$ cat config.mk
export PLATFORM = sky130hd
export DESIGN_NAME = window_aggregator_flat
export DESIGN_NICKNAME = d
export VERILOG_FILES = /design/src/rtl/window_aggregator_if.sv /design/src/rtl/window_aggregator.sv /design/src/flat_wrapper.sv
export SDC_FILE = /design/constraint.sdc
export NUM_CORES = 2
export LEC_CHECK = 0
export ABC_CLOCK_PERIOD_IN_PS = 33600
export CAP_MARGIN = 20
export CORE_MARGIN = 4
export CORE_UTILIZATION = 56
export CTS_CLUSTER_DIAMETER = 60
export DETAILED_ROUTE_END_ITERATION = 10
export PLACE_DENSITY = 0.81
export SYNTH_ARGS = -nofsm -noshare
export SYNTH_HDL_FRONTEND = slang
export SYNTH_SLANG_ARGS = --single-unit
export TNS_END_PERCENT = 20
$ cat constraint.sdc
create_clock -name clk -period 33.6 [get_ports clk]
set_clock_uncertainty 0.15 [all_clocks]
set_input_delay 5.04 -clock clk [delete_from_list [all_inputs] [get_ports clk]]
set_output_delay 5.04 -clock clk [all_outputs]
set_load 0.01 [all_outputs]
$ cat src/rtl/window_aggregator_if.sv
// Handshake and result bundle between the shift window, window_aggregator
// and the stream-evaluation stage.
// master: the environment (window producer plus result consumer).
// slave : window_aggregator.
interface window_aggregator_if #(
    parameter int DATA_W = 64
);
    logic                     in_valid;
    logic                     in_ready;
    logic signed [DATA_W-1:0] tap0;
    logic signed [DATA_W-1:0] tap1;
    logic signed [DATA_W-1:0] tap2;
    logic signed [DATA_W-1:0] tap3;
    logic signed [DATA_W-1:0] tap4;
    logic                     out_valid;
    logic                     out_ready;
    logic signed [DATA_W-1:0] sum;
    logic signed [DATA_W-1:0] min;
    logic signed [DATA_W-1:0] max;
    logic [2:0]               count;
    logic                     overflow;

    modport master (
        output in_valid, tap0, tap1, tap2, tap3, tap4, out_ready,
        input  in_ready, out_valid, sum, min, max, count, overflow
    );

    modport slave (
        input  in_valid, tap0, tap1, tap2, tap3, tap4, out_ready,
        output in_ready, out_valid, sum, min, max, count, overflow
    );
endinterface

$ cat src/rtl/window_aggregator.sv
// window_aggregator: snapshots the 5-tap shift window on each shift event,
// folds the filled taps one per cycle into sum/min/max/count and offers the
// result on a valid/ready handshake.
// Optional feature macro: WINDOW_AGG_SATURATE_EN -- clamp sum on overflow
// instead of two's-complement wrap.
module window_aggregator #(
    parameter int DATA_W = 64
) (
    input  logic                  clk,
    input  logic                  rst,   // synchronous, active-low
    input  logic                  en,
    window_aggregator_if.slave    bus
);
    localparam int ACC_W = DATA_W + 3;
    localparam logic signed [DATA_W-1:0] MAX_POS = {1'b0, {(DATA_W-1){1'b1}}};
    localparam logic signed [DATA_W-1:0] MIN_NEG = {1'b1, {(DATA_W-1){1'b0}}};

    typedef enum logic [1:0] {IDLE, ACC, DONE} state_t;

    state_t                   state_q;
    logic [2:0]               fill_q;
    logic [2:0]               idx_q;
    logic signed [DATA_W-1:0] snap_q [0:4];
    logic signed [ACC_W-1:0]  acc_q;
    logic signed [DATA_W-1:0] min_acc_q;
    logic signed [DATA_W-1:0] max_acc_q;
    logic signed [DATA_W-1:0] sum_q;
    logic signed [DATA_W-1:0] min_q;
    logic signed [DATA_W-1:0] max_q;
    logic [2:0]               count_q;
    logic                     ovf_q;
    logic                     out_valid_q;

    logic signed [DATA_W-1:0] tap_sel;
    logic                     fold;
    logic signed [ACC_W-1:0]  acc_d;
    logic signed [DATA_W-1:0] min_d;
    logic signed [DATA_W-1:0] max_d;
    logic                     ovf_d;
    logic signed [DATA_W-1:0] sum_d;
    logic [3:0]               acc_top;

    // Fold of the current slot plus range check and acc-to-sum conversion.
    always_comb begin
        tap_sel = snap_q[idx_q];
        fold    = (idx_q < fill_q);
        acc_d   = acc_q;
        min_d   = min_acc_q;
        max_d   = max_acc_q;
        if (fold) begin
            acc_d = acc_q + {{3{tap_sel[DATA_W-1]}}, tap_sel};
            if (tap_sel < min_acc_q) min_d = tap_sel;
            if (tap_sel > max_acc_q) max_d = tap_sel;
        end
        // acc fits in DATA_W bits only if its top 4 bits are sign copies.
        acc_top = acc_d[ACC_W-1:DATA_W-1];
        ovf_d   = (acc_top != 4'b0000) && (acc_top != 4'b1111);
`ifdef WINDOW_AGG_SATURATE_EN
        if (ovf_d) sum_d = acc_d[ACC_W-1] ? MIN_NEG : MAX_POS;
        else       sum_d = acc_d[DATA_W-1:0];
`else
        sum_d = acc_d[DATA_W-1:0];
`endif
    end

    // Control FSM with snapshot, accumulator and registered result outputs.
    always_ff @(posedge clk) begin
        if (!rst) begin
            state_q     <= IDLE;
            fill_q      <= 3'd0;
            idx_q       <= 3'd0;
            acc_q       <= '0;
            min_acc_q   <= '0;
            max_acc_q   <= '0;
            sum_q       <= '0;
            min_q       <= '0;
            max_q       <= '0;
            count_q     <= 3'd0;
            ovf_q       <= 1'b0;
            out_valid_q <= 1'b0;
            for (int i = 0; i < 5; i++) snap_q[i] <= '0;
        end else if (en) begin
            case (state_q)
                IDLE: begin
                    if (bus.in_valid) begin
                        snap_q[0] <= bus.tap0;
                        snap_q[1] <= bus.tap1;
                        snap_q[2] <= bus.tap2;
                        snap_q[3] <= bus.tap3;
                        snap_q[4] <= bus.tap4;
                        fill_q    <= (fill_q == 3'd5) ? 3'd5 : fill_q + 3'd1;
                        acc_q     <= '0;
                        min_acc_q <= MAX_POS;
                        max_acc_q <= MIN_NEG;
                        idx_q     <= 3'd0;
                        state_q   <= ACC;
                    end
                end
                ACC: begin
                    acc_q     <= acc_d;
                    min_acc_q <= min_d;
                    max_acc_q <= max_d;
                    if (idx_q == 3'd4) begin
                        idx_q       <= 3'd0;
                        sum_q       <= sum_d;
                        min_q       <= min_d;
                        max_q       <= max_d;
                        count_q     <= fill_q;
                        ovf_q       <= ovf_d;
                        out_valid_q <= 1'b1;
                        state_q     <= DONE;
                    end else begin
                        idx_q <= idx_q + 3'd1;
                    end
                end
                DONE: begin
                    if (bus.out_ready) begin
                        out_valid_q <= 1'b0;
                        state_q     <= IDLE;
                    end
                end
                default: state_q <= IDLE;
            endcase
        end
    end

    assign bus.in_ready  = (state_q == IDLE) && en;
    assign bus.out_valid = out_valid_q;
    assign bus.sum       = sum_q;
    assign bus.min       = min_q;
    assign bus.max       = max_q;
    assign bus.count     = count_q;
    assign bus.overflow  = ovf_q;
endmodule
$ cat src/flat_wrapper.sv
// flat-port wrapper written by rule: the top's interface ports become plain ports
module window_aggregator_flat 
#(
    parameter int DATA_W = 64
)
  (clk, rst, en, bus_in_valid, bus_tap0, bus_tap1, bus_tap2, bus_tap3, bus_tap4, bus_out_ready, bus_in_ready, bus_out_valid, bus_sum, bus_min, bus_max, bus_count, bus_overflow);
  window_aggregator_if #(.DATA_W(DATA_W)) bus_i ();
  input  logic clk;
  input  logic rst;
  input  logic en;
  input wire logic [$bits(bus_i.in_valid)-1:0] bus_in_valid;
  input wire logic [$bits(bus_i.tap0)-1:0] bus_tap0;
  input wire logic [$bits(bus_i.tap1)-1:0] bus_tap1;
  input wire logic [$bits(bus_i.tap2)-1:0] bus_tap2;
  input wire logic [$bits(bus_i.tap3)-1:0] bus_tap3;
  input wire logic [$bits(bus_i.tap4)-1:0] bus_tap4;
  input wire logic [$bits(bus_i.out_ready)-1:0] bus_out_ready;
  output wire logic [$bits(bus_i.in_ready)-1:0] bus_in_ready;
  output wire logic [$bits(bus_i.out_valid)-1:0] bus_out_valid;
  output wire logic [$bits(bus_i.sum)-1:0] bus_sum;
  output wire logic [$bits(bus_i.min)-1:0] bus_min;
  output wire logic [$bits(bus_i.max)-1:0] bus_max;
  output wire logic [$bits(bus_i.count)-1:0] bus_count;
  output wire logic [$bits(bus_i.overflow)-1:0] bus_overflow;
  assign bus_i.in_valid = bus_in_valid;
  assign bus_i.tap0 = bus_tap0;
  assign bus_i.tap1 = bus_tap1;
  assign bus_i.tap2 = bus_tap2;
  assign bus_i.tap3 = bus_tap3;
  assign bus_i.tap4 = bus_tap4;
  assign bus_i.out_ready = bus_out_ready;
  assign bus_in_ready = bus_i.in_ready;
  assign bus_out_valid = bus_i.out_valid;
  assign bus_sum = bus_i.sum;
  assign bus_min = bus_i.min;
  assign bus_max = bus_i.max;
  assign bus_count = bus_i.count;
  assign bus_overflow = bus_i.overflow;
  window_aggregator #(.DATA_W(DATA_W)) u_core (.clk(clk), .rst(rst), .en(en), .bus(bus_i));
endmodule
======== After elaboration in Yosys (flattened, before gate mapping) ========
Memory sizes are Yosys's and may differ from the RTL's. A register that Yosys moved wholly into a read port is not among the register bits.
Cells that the tools add are included.
storage, ports and cells
  bits in registers ....................... 400
  memory bits (writable) .................. 320
  input bits .............................. 325
  output and inout port bits .............. 198
  logic and storage cells ................. 78
  memories ................................ 1
cells by class
  $add $sub $neg .......................... 3
  $lt $le $gt $ge ......................... 3
  equal/unequal tests ..................... 8
  multiplexer cells ....................... 35
  bitwise gates (word level) .............. 5
  reductions and logical operators ........ 11
memories
  name           words  width  rd ports  clocked after memory_dff  write ports  line                     text
  u_core.snap_q  5      64     1         1                         5            window_aggregator.sv:23  logic signed [DATA_W-1:0] snap_q [0:4];
operator list
  operator                                             number
  two-way mux 64 bit                                   11
  case mux 64 bit (2 select lines)                     2
  two-way mux 67 bit                                   2
  case mux 67 bit (2 select lines)                     1
  adder 67 bit                                         1
  greater-than comparator 64 bit                       1
  less-than comparator 64 bit                          1
  two-way mux 3 bit                                    5
  AND reduction 3 bit                                  3
  two-way mux 1 bit                                    8
  AND reduction 4 bit                                  2
  adder 3 x 1 -> 3 bit, second input constant          2
  equality test 3 bit, second input constant           2
  two-way mux 2 bit                                    3
  case mux 2 bit (3 select lines)                      1
  case mux 3 bit (2 select lines)                      1
  OR 1 bit                                             5
  inequality test 2 bit, second input constant         2
  inequality test 4 bit, second input constant         1
  nonzero test 2 bit                                   2
  nonzero test 4 bit                                   1
  less-than comparator 3 bit                           1
  equality test 2 x 1 -> 1 bit, second input constant  1
  equality test 2 bit, second input constant           1
  other kinds (4)                                      5

======== Logic depth before layout (Yosys ltp) ========
  word-level depth ........................ 6
  gate-level depth with buffers ........... 19
  gate-level depth less buffers ........... 17

======== Worst setup path after synthesis ========
Ideal clock, no wire load.
  path kind ............................... in2reg
  start point ............................. input en
  end point ............................... memory u_core.snap_q[0][0], enable pin
  arrival time ............................ 27.874 ns
  path slack .............................. 4.130 ns
  stages on the path ...................... 4
  path buffers ............................ 2
  cells stage by stage .................... and2_1 clkbuf_1 buf_1 o21ai_0
RTL lines
  what                line                     text
  start: declaration  flat_wrapper.sv:10       input logic en;
  end: declaration    window_aggregator.sv:23

======== Worst setup path after layout ========
  start point ............................. input en
  end point ............................... output bus_in_ready
between the ends
  word-level cells in the longest chain between the ends .. 1
RTL lines
  what               line                      text
  logical AND 1 bit  window_aggregator.sv:127  assign bus.in_ready = (state_q == IDLE) && en;
  end: declaration   flat_wrapper.sv:18        output wire logic [$bits(bus_i.in_ready)-1:0] bus_in_ready;
No other way between the ends.

==> qor.json <==
{
  "clocking": {
    "tritoncts": "yes",
    "clkLatencyLatePin_ns": 0.65,
    "cts_h_tree_depth": 3,
    "count_of_cells_resized_by_post_cts_repair": 0,
    "ctsRootBufferMaster": "clkbuf_16",
    "tritoncts.num_buffers": 81,
    "cts_hold_repair.buffers": 0,
    "post-cts-setup-buffers": 0,
    "cts.clk_slew.worst_paths_ns": 0.06,
    "clock_tree.buffer_depth": 3,
    "tritoncts_num_sinks": 723
  },
  "routing": {
    "via_count": 32000,
    "detail_route.vias_per_cell": 6.37,
    "drc_errors": 0,
    "drt-total-wl_microns": 118000,
    "detailedRoute.firstIterationViolations": 3774,
    "post_drt_wl_per_cell_microns": 23.5,
    "dr.pass1.iters": 8,
    "postRouteAntennaNets": 0
  },
  "global_routing": {
    "first_global_vias": 30400,
    "maximum_number_of_pins_on_one_net_before_global_route_repair": 320,
    "total_global_routing_track_utilization_pct": 32.0,
    "grt_pass1_wl_microns": 177000,
    "initial_antenna_violation_count": 16,
    "grt.overflow.total": 0
  },
  "setup_path": {
    "critical_path.startpoint_type": "input port",
    "worst-path-max-fanout": 7,
    "worstSetupEndpointType": "output port",
    "critPathKind": "in2out",
    "arrival_ns": 6.35,
    "cp.required_ns": 28.41
  },
  "synth": {
    "synth_edf_count": 320,
    "avgSynthCellArea_sq_um": 9.91,
    "yosys-top-cells-area": "edfxtp_1 26%, dfxtp_1 22%, ha_1 6.6%",
    "ys.warnings.count": 0,
    "netlist_area_sq_um": 37400,
    "ys_seq_elements": 723,
    "synthMostInstantiatedCell": "dfxtp_1",
    "synth.cells.most_frequent": "403 x dfxtp_1, 364 x nand2_1, 329 x and3_1",
    "synth-async-reset-ratio_pct": 0,
    "netlist.top_cell.by_area": "edfxtp_1",
    "syn_nets": 4291,
    "post_synth_num_cell_types": 76,
    "synth_top_cell_area_share_pct": 25.7,
    "seq_area_frac_synth_pct": 47.3,
    "dominantRegCellSynth": "dfxtp_1",
    "synth_cells": 3768
  },
  "timing": {
    "fin_crit_sh_pct": 34.3,
    "tns_ns": 0,
    "worstMarginPinSlew_ns": 1.33,
    "timing.final.setup_violations": 0,
    "unrepaired_setup_endpoints_after_global_routing": "no",
    "worst_slew_margin_rel_pct": 11.6,
    "hold_violations": 0,
    "number_of_max_slew_violations_in_the_final_report": 0,
    "max_freq_mhz": 86.7,
    "layout_min_cycle_time_ns": 11.54
  },
  "die": {
    "core.rowCount": 94,
    "die_w_microns": 266,
    "initial_utilization_pct": 56.6,
    "die-height_microns": 266,
    "core_area_sq_um": 66000,
    "io-pin-count": 523,
    "die-area_sq_um": 70900
  },
  "place": {
    "hpwlAfterDp_microns": 82000,
    "globalplace.congestion": 0.983,
    "buffer_ports.inserted": 522
  },
  "pwr": {
    "peakVddDrop_mv": 0.0411,
    "static-leakage-power_nw": 17.4,
    "power-per-cell-area_nw_per_um2": 48.0,
    "report.power.total_w": 0.00218
  },
  "finish": {
    "drive_above_1_share_pct": 7.65,
    "fillers": 4843,
    "area_growth_pct": 21.7,
    "num-nets-final": 4598
  },
  "job": {
    "maxCapViolations": 0
  },
  "run_status": {
    "outcome": "completed"
  },
  "min_path": {
    "hold_path.class": "reg2reg"
  }
}
==> where the power goes <==
| group | switching, W | internal [W] |
|---|---|---|
| Sequential | 0.0000179 | 0.000962 |
| Clock | 0.000382 | 0.000521 |
| Combinational | 0.000181 | 0.000118 |
| Total | 0.000581 | 0.00160 |
==> kinds of logic (layout without fill, tap and decap cells) <==
family	count (synthesis)	in the layout	synth area share (%)
AOI/OAI and AO/OA	845	845	15.7
xor gates and xnor gates	61	61	1.43
adders and majority gates	198	198	6.65
buffers and inverters	493	867	5.22
DFF	723	723	47.3
muxes	142	142	6.20
other	0	10	0
and+or+nand+nor	1306	1306	17.4
==> layout make-up <==
class / count / area [sq um] / area share, %
Multi-Input combinational cell: 2552 / 17800 / 39.2
Inverter: 163 / 613 / 1.35
Sequential cell: 723 / 17700 / 38.9
Clock inverter: 43 / 492 / 1.08
Timing Repair Buffer: 554 / 5510 / 12.1
Antenna cell: 10 / 25.0 / 0.0550
Clock buffer: 107 / 2230 / 4.90
Tap cell: 864 / 1080 / 2.38
==> per-layer routing <==
metal / vias to the layer above / wire (microns) / global-route usage, %
met3: 273 / 9610 / 5.61
met5: - / 48 / 0
met4: 8 / 5300 / 13.6
met1: 15300 / 48100 / 43.6
li1: 14800 / - / -
met2: 1581 / 54700 / 50.8
==> metrics by stage <==
step                utilization (%)  instance area, sq um  hold WS [ns]  instances  setup WS (ns)
CTS                            68.9                 45400         0.305       5006          22.07
global placement               64.7                 42700         0.292       4856          22.06
global route                   68.9                 45500         0.322       5013          22.03
floorplan                         -                 37400         0.295       3768           4.13
detailed placement             64.7                 42700         0.297       4856          22.07
finish                         68.9                 45500         0.301       5016          22.06
==> critical path, cell delays in order <==
cell and delay (ns):
clkdlybuf4s50_1 0.57, nand2b_1 0.10, nor2_1 0.09, clkdlybuf4s50_1 0.54
==> registers in the layout, indices dropped and copies added, names as in the netlist, 3 cells and up, named ones only <==
| signal | cells |
|---|---|
| u_core.bus.count | 3 |
| u_core.min_acc_q | 64 |
| u_core.idx_q | 3 |
| u_core.bus.min | 64 |
| u_core.max_acc_q | 64 |
| u_core.bus.sum | 64 |
| u_core.acc_q | 67 |
| u_core.snap_q | 320 |
| u_core.bus.max | 64 |
| u_core.fill_q | 3 |
==> worst paths after layout <==
path,from,slack (ns),to,cells past startpoint
max,en,22.06,bus_in_ready,4
min,u_core.bus.sum[12]$_SDFFE_PN0P_,0.30,u_core.bus.sum[12]$_SDFFE_PN0P_,2
max reg2reg,flip-flop,26.58,u_core.min_acc_q[0]$_SDFFE_PN0P_,16
min reg2reg,u_core.bus.sum[12]$_SDFFE_PN0P_,0.30,u_core.bus.sum[12]$_SDFFE_PN0P_,2
==> layout by cell type, fill, tap and decap left out, types with 9 or more instances in the layout <==
cell             Yosys  final
nand2b_1             9      9
mux2i_1             12     12
clkinv_1             0     10
edfxtp_1           320    320
a311oi_1            19     19
a22oi_1             40     40
o21ai_0            107    106
clkbuf_16            0     82
ha_1               197    197
clkdlybuf4s50_1      0    521
a31oi_1             25     24
nand4_1            123    123
o21bai_1            17     17
o211ai_1            86     86
dfxtp_1            403    400
nand3_1            215    214
xnor2_1             42     42
diode_2              0     10
xor2_1              19     19
clkinv_2             0     11
buf_4                7     29
mux2_2              65     65
a21o_1              73     72
mux4_2              64     64
nand2_1            364    362
clkbuf_1           275     17
a211oi_1            19     19
nor2b_1             13     13
a21oi_1            205    204
nor2_1             190    186
o221a_1             59     59
o22ai_1             61     61
o311ai_0            63     63
nor3_1              29     29
inv_1              163    162
and3_1             329    329
Power figures use the tool's default switching activity.
